**src/rtl/left_shift_sequencer.sv**
```systemverilog
// -----------------------------------------------------------------------------
// left_shift_sequencer
//
// Multi-cycle left shifter / rotator. The shift is applied as SHW binary-weighted
// stages (2^(SHW-1) first, down to 1), one stage per clock, all on one shared
// work register. Latency is SHW cycles from accept to done, whatever the amount.
//
// Ports
//   clk     in   1      rising-edge clock
//   reset   in   1      asynchronous, active-high; clears all state and outputs
//   start   in   1      request; sampled only while idle
//   a       in   WIDTH  operand, latched on accept
//   shamt   in   SHW    shift amount 0..WIDTH-1, latched on accept
//   rot     in   1      0 = logical left (zero fill), 1 = rotate left
//   busy    out  1      high while a shift is in progress
//   done    out  1      one-cycle pulse, result valid
//   result  out  WIDTH  shifted value, held until the next accept
// -----------------------------------------------------------------------------
module left_shift_sequencer #(
    parameter int WIDTH = 32,
    parameter int SHW   = 5
) (
    input  logic             clk,
    input  logic             reset,
    input  logic             start,
    input  logic [WIDTH-1:0] a,
    input  logic [SHW-1:0]   shamt,
    input  logic             rot,
    output logic             busy,
    output logic             done,
    output logic [WIDTH-1:0] result
);

    // Stage index only needs to address the SHW bits of the latched amount.
    localparam int KW = (SHW > 1) ? $clog2(SHW) : 1;
    localparam logic [KW-1:0] K_TOP  = KW'(SHW - 1);
    localparam logic [KW-1:0] K_ZERO = KW'(0);
    localparam logic [KW-1:0] K_ONE  = KW'(1);

    typedef enum logic [0:0] {
        ST_IDLE  = 1'b0,
        ST_SHIFT = 1'b1
    } state_t;

    state_t             r_state;
    logic [WIDTH-1:0]   r_work;
    logic [SHW-1:0]     r_amt;
    logic               r_rot;
    logic [KW-1:0]      r_k;
    logic [WIDTH-1:0]   r_result;
    logic               r_busy;
    logic               r_done;

    state_t             w_state_nx;
    logic [WIDTH-1:0]   w_work_nx;
    logic [SHW-1:0]     w_amt_nx;
    logic               w_rot_nx;
    logic [KW-1:0]      w_k_nx;
    logic [WIDTH-1:0]   w_result_nx;
    logic               w_busy_nx;
    logic               w_done_nx;
    logic [WIDTH-1:0]   w_stage;

    // One stage: shift by 2^k. Shifting the doubled word {x,x} gives the rotate
    // in the upper half and the zero-filled logical shift in the lower half.
    function automatic logic [WIDTH-1:0] stage_shift(
        input logic [WIDTH-1:0] x,
        input logic [KW-1:0]    k,
        input logic             rot_en
    );
        logic [2*WIDTH-1:0] t;
        t = {x, x} << (32'd1 << k);
        if (rot_en) begin
            stage_shift = t[2*WIDTH-1:WIDTH];
        end else begin
            stage_shift = t[WIDTH-1:0];
        end
    endfunction

    // Work value after the current stage (unchanged when this amount bit is 0).
    always_comb begin
        w_stage = r_work;
        if (r_amt[r_k]) begin
            w_stage = stage_shift(r_work, r_k, r_rot);
        end else begin
            w_stage = r_work;
        end
    end

    // Next-state and next-output logic.
    always_comb begin
        w_state_nx  = r_state;
        w_work_nx   = r_work;
        w_amt_nx    = r_amt;
        w_rot_nx    = r_rot;
        w_k_nx      = r_k;
        w_result_nx = r_result;
        w_busy_nx   = r_busy;
        w_done_nx   = 1'b0;
        case (r_state)
            ST_IDLE: begin
                if (start) begin
                    w_work_nx  = a;
                    w_amt_nx   = shamt;
                    w_rot_nx   = rot;
                    w_k_nx     = K_TOP;
                    w_busy_nx  = 1'b1;
                    w_state_nx = ST_SHIFT;
                end else begin
                    w_state_nx = ST_IDLE;
                end
            end
            ST_SHIFT: begin
                w_work_nx = w_stage;
                if (r_k == K_ZERO) begin
                    // Final stage: publish directly, result never shows a partial value.
                    w_result_nx = w_stage;
                    w_done_nx   = 1'b1;
                    w_busy_nx   = 1'b0;
                    w_state_nx  = ST_IDLE;
                end else begin
                    w_k_nx = r_k - K_ONE;
                end
            end
            default: begin
                w_state_nx = ST_IDLE;
                w_busy_nx  = 1'b0;
            end
        endcase
    end

    // State and datapath registers.
    always_ff @(posedge clk or posedge reset) begin
        if (reset) begin
            r_state  <= ST_IDLE;
            r_work   <= '0;
            r_amt    <= '0;
            r_rot    <= 1'b0;
            r_k      <= K_ZERO;
            r_result <= '0;
            r_busy   <= 1'b0;
            r_done   <= 1'b0;
        end else begin
            r_state  <= w_state_nx;
            r_work   <= w_work_nx;
            r_amt    <= w_amt_nx;
            r_rot    <= w_rot_nx;
            r_k      <= w_k_nx;
            r_result <= w_result_nx;
            r_busy   <= w_busy_nx;
            r_done   <= w_done_nx;
        end
    end

    assign busy   = r_busy;
    assign done   = r_done;
    assign result = r_result;

endmodule

```
**config.mk**
```make
export PLATFORM = sky130hd
export DESIGN_NAME = left_shift_sequencer
export DESIGN_NICKNAME = d
export VERILOG_FILES = /design/src/rtl/left_shift_sequencer.sv
export SDC_FILE = /design/constraint.sdc
export NUM_CORES = 1
export LEC_CHECK = 0
export CAP_MARGIN = 40
export CORE_MARGIN = 5
export CORE_UTILIZATION = 40
export DETAILED_ROUTE_END_ITERATION = 16
export PLACE_DENSITY_LB_ADDON = 0.25
export SLEW_MARGIN = 20
export SYNTH_ARGS = -nofsm -noshare
export SYNTH_HDL_FRONTEND = slang
export SYNTH_SLANG_ARGS = --single-unit
```
**constraint.sdc**
```tcl
create_clock -name clk -period 3.05 [get_ports clk]
set_clock_uncertainty 0.2 [all_clocks]
set_input_delay 0.4575 -clock clk [delete_from_list [all_inputs] [get_ports clk]]
set_output_delay 0.4575 -clock clk [all_outputs]
set_load 0.01 [all_outputs]
```
# Yosys cells after proc, flatten, opt, wreduce, memory -nomap -nowiden
# Index checks and enable logic that the tools add are counted.
[classes]
addsub = 1
multipliers = 0
div = 0
order_cmp = 1
n_eq_ne = 3
n_shift = 2
muxes = 17
n_bitwise = 1
n_reduce_logical = 5
[op_table]
columns = ["operator", "count"]
rows = [
  ["32-bit 2-to-1 mux", 3],
  ["32-bit one-hot mux with 2 select lines", 1],
  ["64-bit by 32-bit << shifter with 64-bit output", 1],
  ["1-bit by 3-bit << shifter with 32-bit output, first input constant", 1],
  ["2-bit AND reduction", 4],
  ["1-bit 2-to-1 mux", 7],
  ["3-bit 2-to-1 mux", 2],
  ["3-bit one-hot mux with 2 select lines", 1],
  ["3-bit by 4-bit < comparator with 1-bit output, second input constant", 1],
  ["2-bit != test, second input constant", 2],
  ["1-bit one-hot mux with 2 select lines", 2],
  ["1-bit binary-select mux with 3-bit select", 1],
  ["3-bit logical NOT", 1],
  ["3-bit by 1-bit subtractor with 3-bit output, second input constant", 1],
  ["2-bit by 1-bit != test with 1-bit output, second input constant", 1],
  ["1-bit NOT", 1],
]
[totals]
register_bits = 76
latchBits = 0
ram_bits = 0
rom_bits = 0
output_inout_bits = 34
elab_cells = 38
n_memories = 0

# Depth between registers and ports, before layout
[logic_depth]
word_depth = 5
depth_mapped = 12

# Least setup slack after synthesis
# OpenSTA, ideal clock, no wires.
[synth_path]
kind = "register -> register"
startpoint = "reg r_k[0]"
endpoint = "reg r_work[19]"
setup_ns = 0.126
arrival_time_ns = 2.180
t_required_ns = 2.724
path_slack_ns = 0.544
stages_incl_launch_ff = 10
n_path_buf = 2
period_less_slack_ns = 2.506
cell_sequence = "dfrtp_1 inv_1 ha_1 buf_6 buf_4 and2_1 nor2_1 a221o_1 a221oi_2 a221o_1"
[synth_via]
elab_chain_len = 5
word_cells_on_any_way = 7
classes_between = "2 x shift; 5 x mux"
[synth_rtl]
columns = ["element", "line", "rtl"]
rows = [
  ["start, declared", "49", "logic [KW-1:0] r_k;"],
  ["start signal, assigned", "148", "r_k <= w_k_nx;"],
  ["1-bit by 3-bit << shifter with 32-bit output", "72", "t = {x, x} << (32'd1 << k);"],
  ["64-bit by 32-bit << shifter with 64-bit output", "72", ""],
  ["32-bit 2-to-1 mux", "73", "if (rot_en) begin"],
  ["32-bit 2-to-1 mux (*)", "83", "if (r_amt[r_k]) begin"],
  ["32-bit one-hot mux with 2 select lines (*)", "100", "case (r_state)"],
  ["end signal, assigned", "145", "r_work <= w_work_nx;"],
  ["end, declared", "46", "logic [WIDTH-1:0] r_work;"],
]
# Every way passes the cells marked *; elsewhere a longest branch is shown, timed or not. The select of a mux whose other input is x is not followed.
# A chain may end at the register's enable or synchronous reset.

# Worst setup path after layout
[layout_path]
startpoint = "reg r_k[1]"
endpoint = "reg r_work[19]"
# The elaborated chain is that of the path after synthesis.

==> flow_summary.toml <==
[clock_tree]
cts_htree_levels = 3
numCtsBuffers = 9
clockRootBuffer = "sky130_fd_sc_hd__clkbuf_16"
clkSinkCount = 76
tritoncts = "done"
ctsLongestPathBuffers = 2
clock_pin_slew_reported_for_the_worst_setup_and_hold_paths_after_clock_tree_synthesis_ns = 0.07
worst_skew_pair.late_latency_ns = 0.36

[final_layout]
areaGrowthSynthToFinish_pct = 25.55
final-seq-area_um2 = 1903
num-nets-final = 958
fillers = 1623
final_area_um2 = 8300
layout-drive-gt1-share = 0.1690
multi_input_comb_area_um2 = 4197
number_of_antenna_cells_inserted = 0

[setup_path]
worst_ep_required_time_ns = 3.14
timing.critical_path.slowest_stage_cell = "sky130_fd_sc_hd__or3b_2"
timing.critical_path.arrival_ns = 3.07
critical_path_class = "reg -> reg"
timing.reg2reg.worst_path_depth = 9
cp-start-kind = "register"
timing.critical_path.slowest_cell_delay_ns = 0.66
timing.critical_path.to_type = "register"
critPathMaxFanout = 16
cpMostUsedCell = "sky130_fd_sc_hd__a221o_1"
cp_cell_sequence = "inv_1 > ha_1 > or3b_2 > o22ai_1 > a31oi_1 > buf_4 > a221o_1 > a221oi_2 > a221o_1"

[logic_synthesis]
yosys_warn_count = 0
synth_enable_flop_cells = 0
synth_top_area_share = 0.2877
synth_top_cells_by_area = "sky130_fd_sc_hd__dfrtp_1, sky130_fd_sc_hd__a21oi_1, sky130_fd_sc_hd__mux2i_1"
synth_ff_type = "sky130_fd_sc_hd__dfrtp_1"
syn_nets = 866
yosys.cell_count.top_type = "sky130_fd_sc_hd__a21oi_1"
post_syn_area_per_cell_um2 = 8.063
ys_seq_area_frac = 0.2877
netlist_instances = 820
yosys.cell_types.count = 79
synth_top_cells_by_count = "sky130_fd_sc_hd__a21oi_1, sky130_fd_sc_hd__dfrtp_1, sky130_fd_sc_hd__o21ai_0"
synth_area_um2 = 6611
synthDominantAreaCellType = "sky130_fd_sc_hd__dfrtp_1"
synth_async_reset_ratio = 1.000
synth.ff_latch_count = 76

[route]
dr_total_vias = 7515
ant_nets = 0
remaining_drc_errors = 0
avgRoutedWirePerCell_um = 28.33
avgViaCountPerCell = 6.609
iteration_count_of_the_initial_detailed_routing_pass = 7
detail_route.iter0.violations = 1050
route.final.wire_length_mm = 32.21

[floorplan]
placeableCoreArea_um2 = 16410
initial_core_util = 0.4030
die_width_um = 138.6
placement_rows = 47
die_height_um = 138.6
ioPinCount = 75
die_area_um2 = 19200

[place]
portBuffers = 74
finalWeightedCongestion = 1.080
detailed_place.area_um2 = 7940
dp.final_hpwl_mm = 24.38

[sta]
setup_viol = 0
maximum_frequency_from_static_timing_analysis_mhz = 335.7
max_slew.worst_pin.slew_ns = 0.6452
timing.slew.headroom = 0.5698
unrepaired_setup_endpoints_after_global_routing = "false"
post-route-min-period_ns = 2.979
post-route-period-util = 0.9768
finalHoldViolations = 0
final_max_slew_violation_count = 0

[outcome]
outcome = "finished, final reports clean"

[global_routing]
grt_pass1_wl_mm = 48.67
initial_antenna_violation_count = 0
grt_start_max_net_pins = 43
track_usage = 0.3292
first_global_vias = 7364
grt_overflow_total = 0

[min_path]
worst_hold_path_type = "in -> async"

[flow_run]
max_cap_violations = 0
critical path: cells and delay by family (launching register included):
family | cells | cell delay [ns]
AOI/OAI and AO/OA | 5 | 1.07
buffers and inverters | 2 | 0.34
adders and majority gates | 1 | 0.23
and+or+nand+nor | 1 | 0.66
DFF | 1 | 0.43
through the flow:
stage,hold slack (ns),cells,setup slack [ns],setup TNS [ns],utilization
after detailed placement,0.2724,1119,0.03273,0,0.4839
after CTS,0.2856,1135,0.01023,0,0.5027
after global routing,0.2959,1137,0.003410,0,0.5059
after global placement,0.2645,1119,-0.002012,-0.002012,0.4839
final,0.2791,1137,0.07082,0,0.5059
after floorplan,0.2725,820,0.4542,0,-
cell families (layout without fill, tap and decap cells):
kind of cell	after synthesis	in the layout	share of synthesized area
AOI/OAI and AO/OA	344	344	0.3456
buffers and inverters	104	201	0.08365
muxes	46	46	0.08233
adders and majority gates	5	5	0.009463
and+or+nand+nor	245	245	0.1913
DFF	76	76	0.2877
cell usage in the layout, fill, tap and decap left out, drive strengths merged, types with 5 or more instances in the layout:
cell,n
a211oi,17
a21o,14
a21oi,80
a221o,5
a221oi,5
a22oi,39
a31oi,17
a32oi,11
and3,8
buf,99
clkbuf,10
clkdlybuf4s50,74
dfrtp,76
ha,5
inv,13
mux2,7
mux2i,33
mux4,6
nand2,66
nand2b,12
nand3,14
nand3b,13
nand4,5
nor2,65
nor2b,13
nor3,9
nor3b,19
o211ai,5
o21ai,77
o22ai,21
o31ai,8
or2,9
path summary, 6_finish.rpt:
check	from	end	slack (ns)
max reg2reg	r_k[1]$_DFFE_PP0P_	r_work[19]$_DFFE_PP0P_	0.07
min reg2reg	result[21]$_DFFE_PP0P_	result[21]$_DFFE_PP0P_	0.28
max in group asynchronous	reset	result[20]$_DFFE_PP0P_	1.73
min	reset	result[14]$_DFFE_PP0P_	0.28
max	r_k[1]$_DFFE_PP0P_	r_work[19]$_DFFE_PP0P_	0.07
min in group clk	result[21]$_DFFE_PP0P_	result[21]$_DFFE_PP0P_	0.28
what timing repair did:
action                                  4_1_cts  5_1_grt
setup buffers                                 0        2
resized for setup                             0        7
hold buffers                                  0        0
endpoints found under the setup margin        0       16
registers in the layout (all words and copies together), names as in the netlist:
register,cells
r_k,3
r_amt,5
r_state,1
result,32
r_work,32
done,1
r_rot,1
busy,1
layout make-up:
cell class | instances | area share
multi-input combinational | 640 | 0.5056
sequential | 76 | 0.2293
timing repair buffer | 173 | 0.1893
tap | 220 | 0.03316
clock buffer | 10 | 0.02879
clock inverter | 6 | 0.008291
inverter | 12 | 0.005577
metal layers:
layer / vias to the layer above / track usage / routed length, µm
li1: 3282 / - / -
met1: 3699 / 0.4366 / 13210
met2: 426 / 0.5167 / 14520
met3: 108 / 0.07414 / 2736
met4: 0 / 0.1440 / 1736
met5: - / 0 / 0
Power is not shown: default switching activity piles up to over one toggle a cycle in this logic, so the estimate is an artifact.
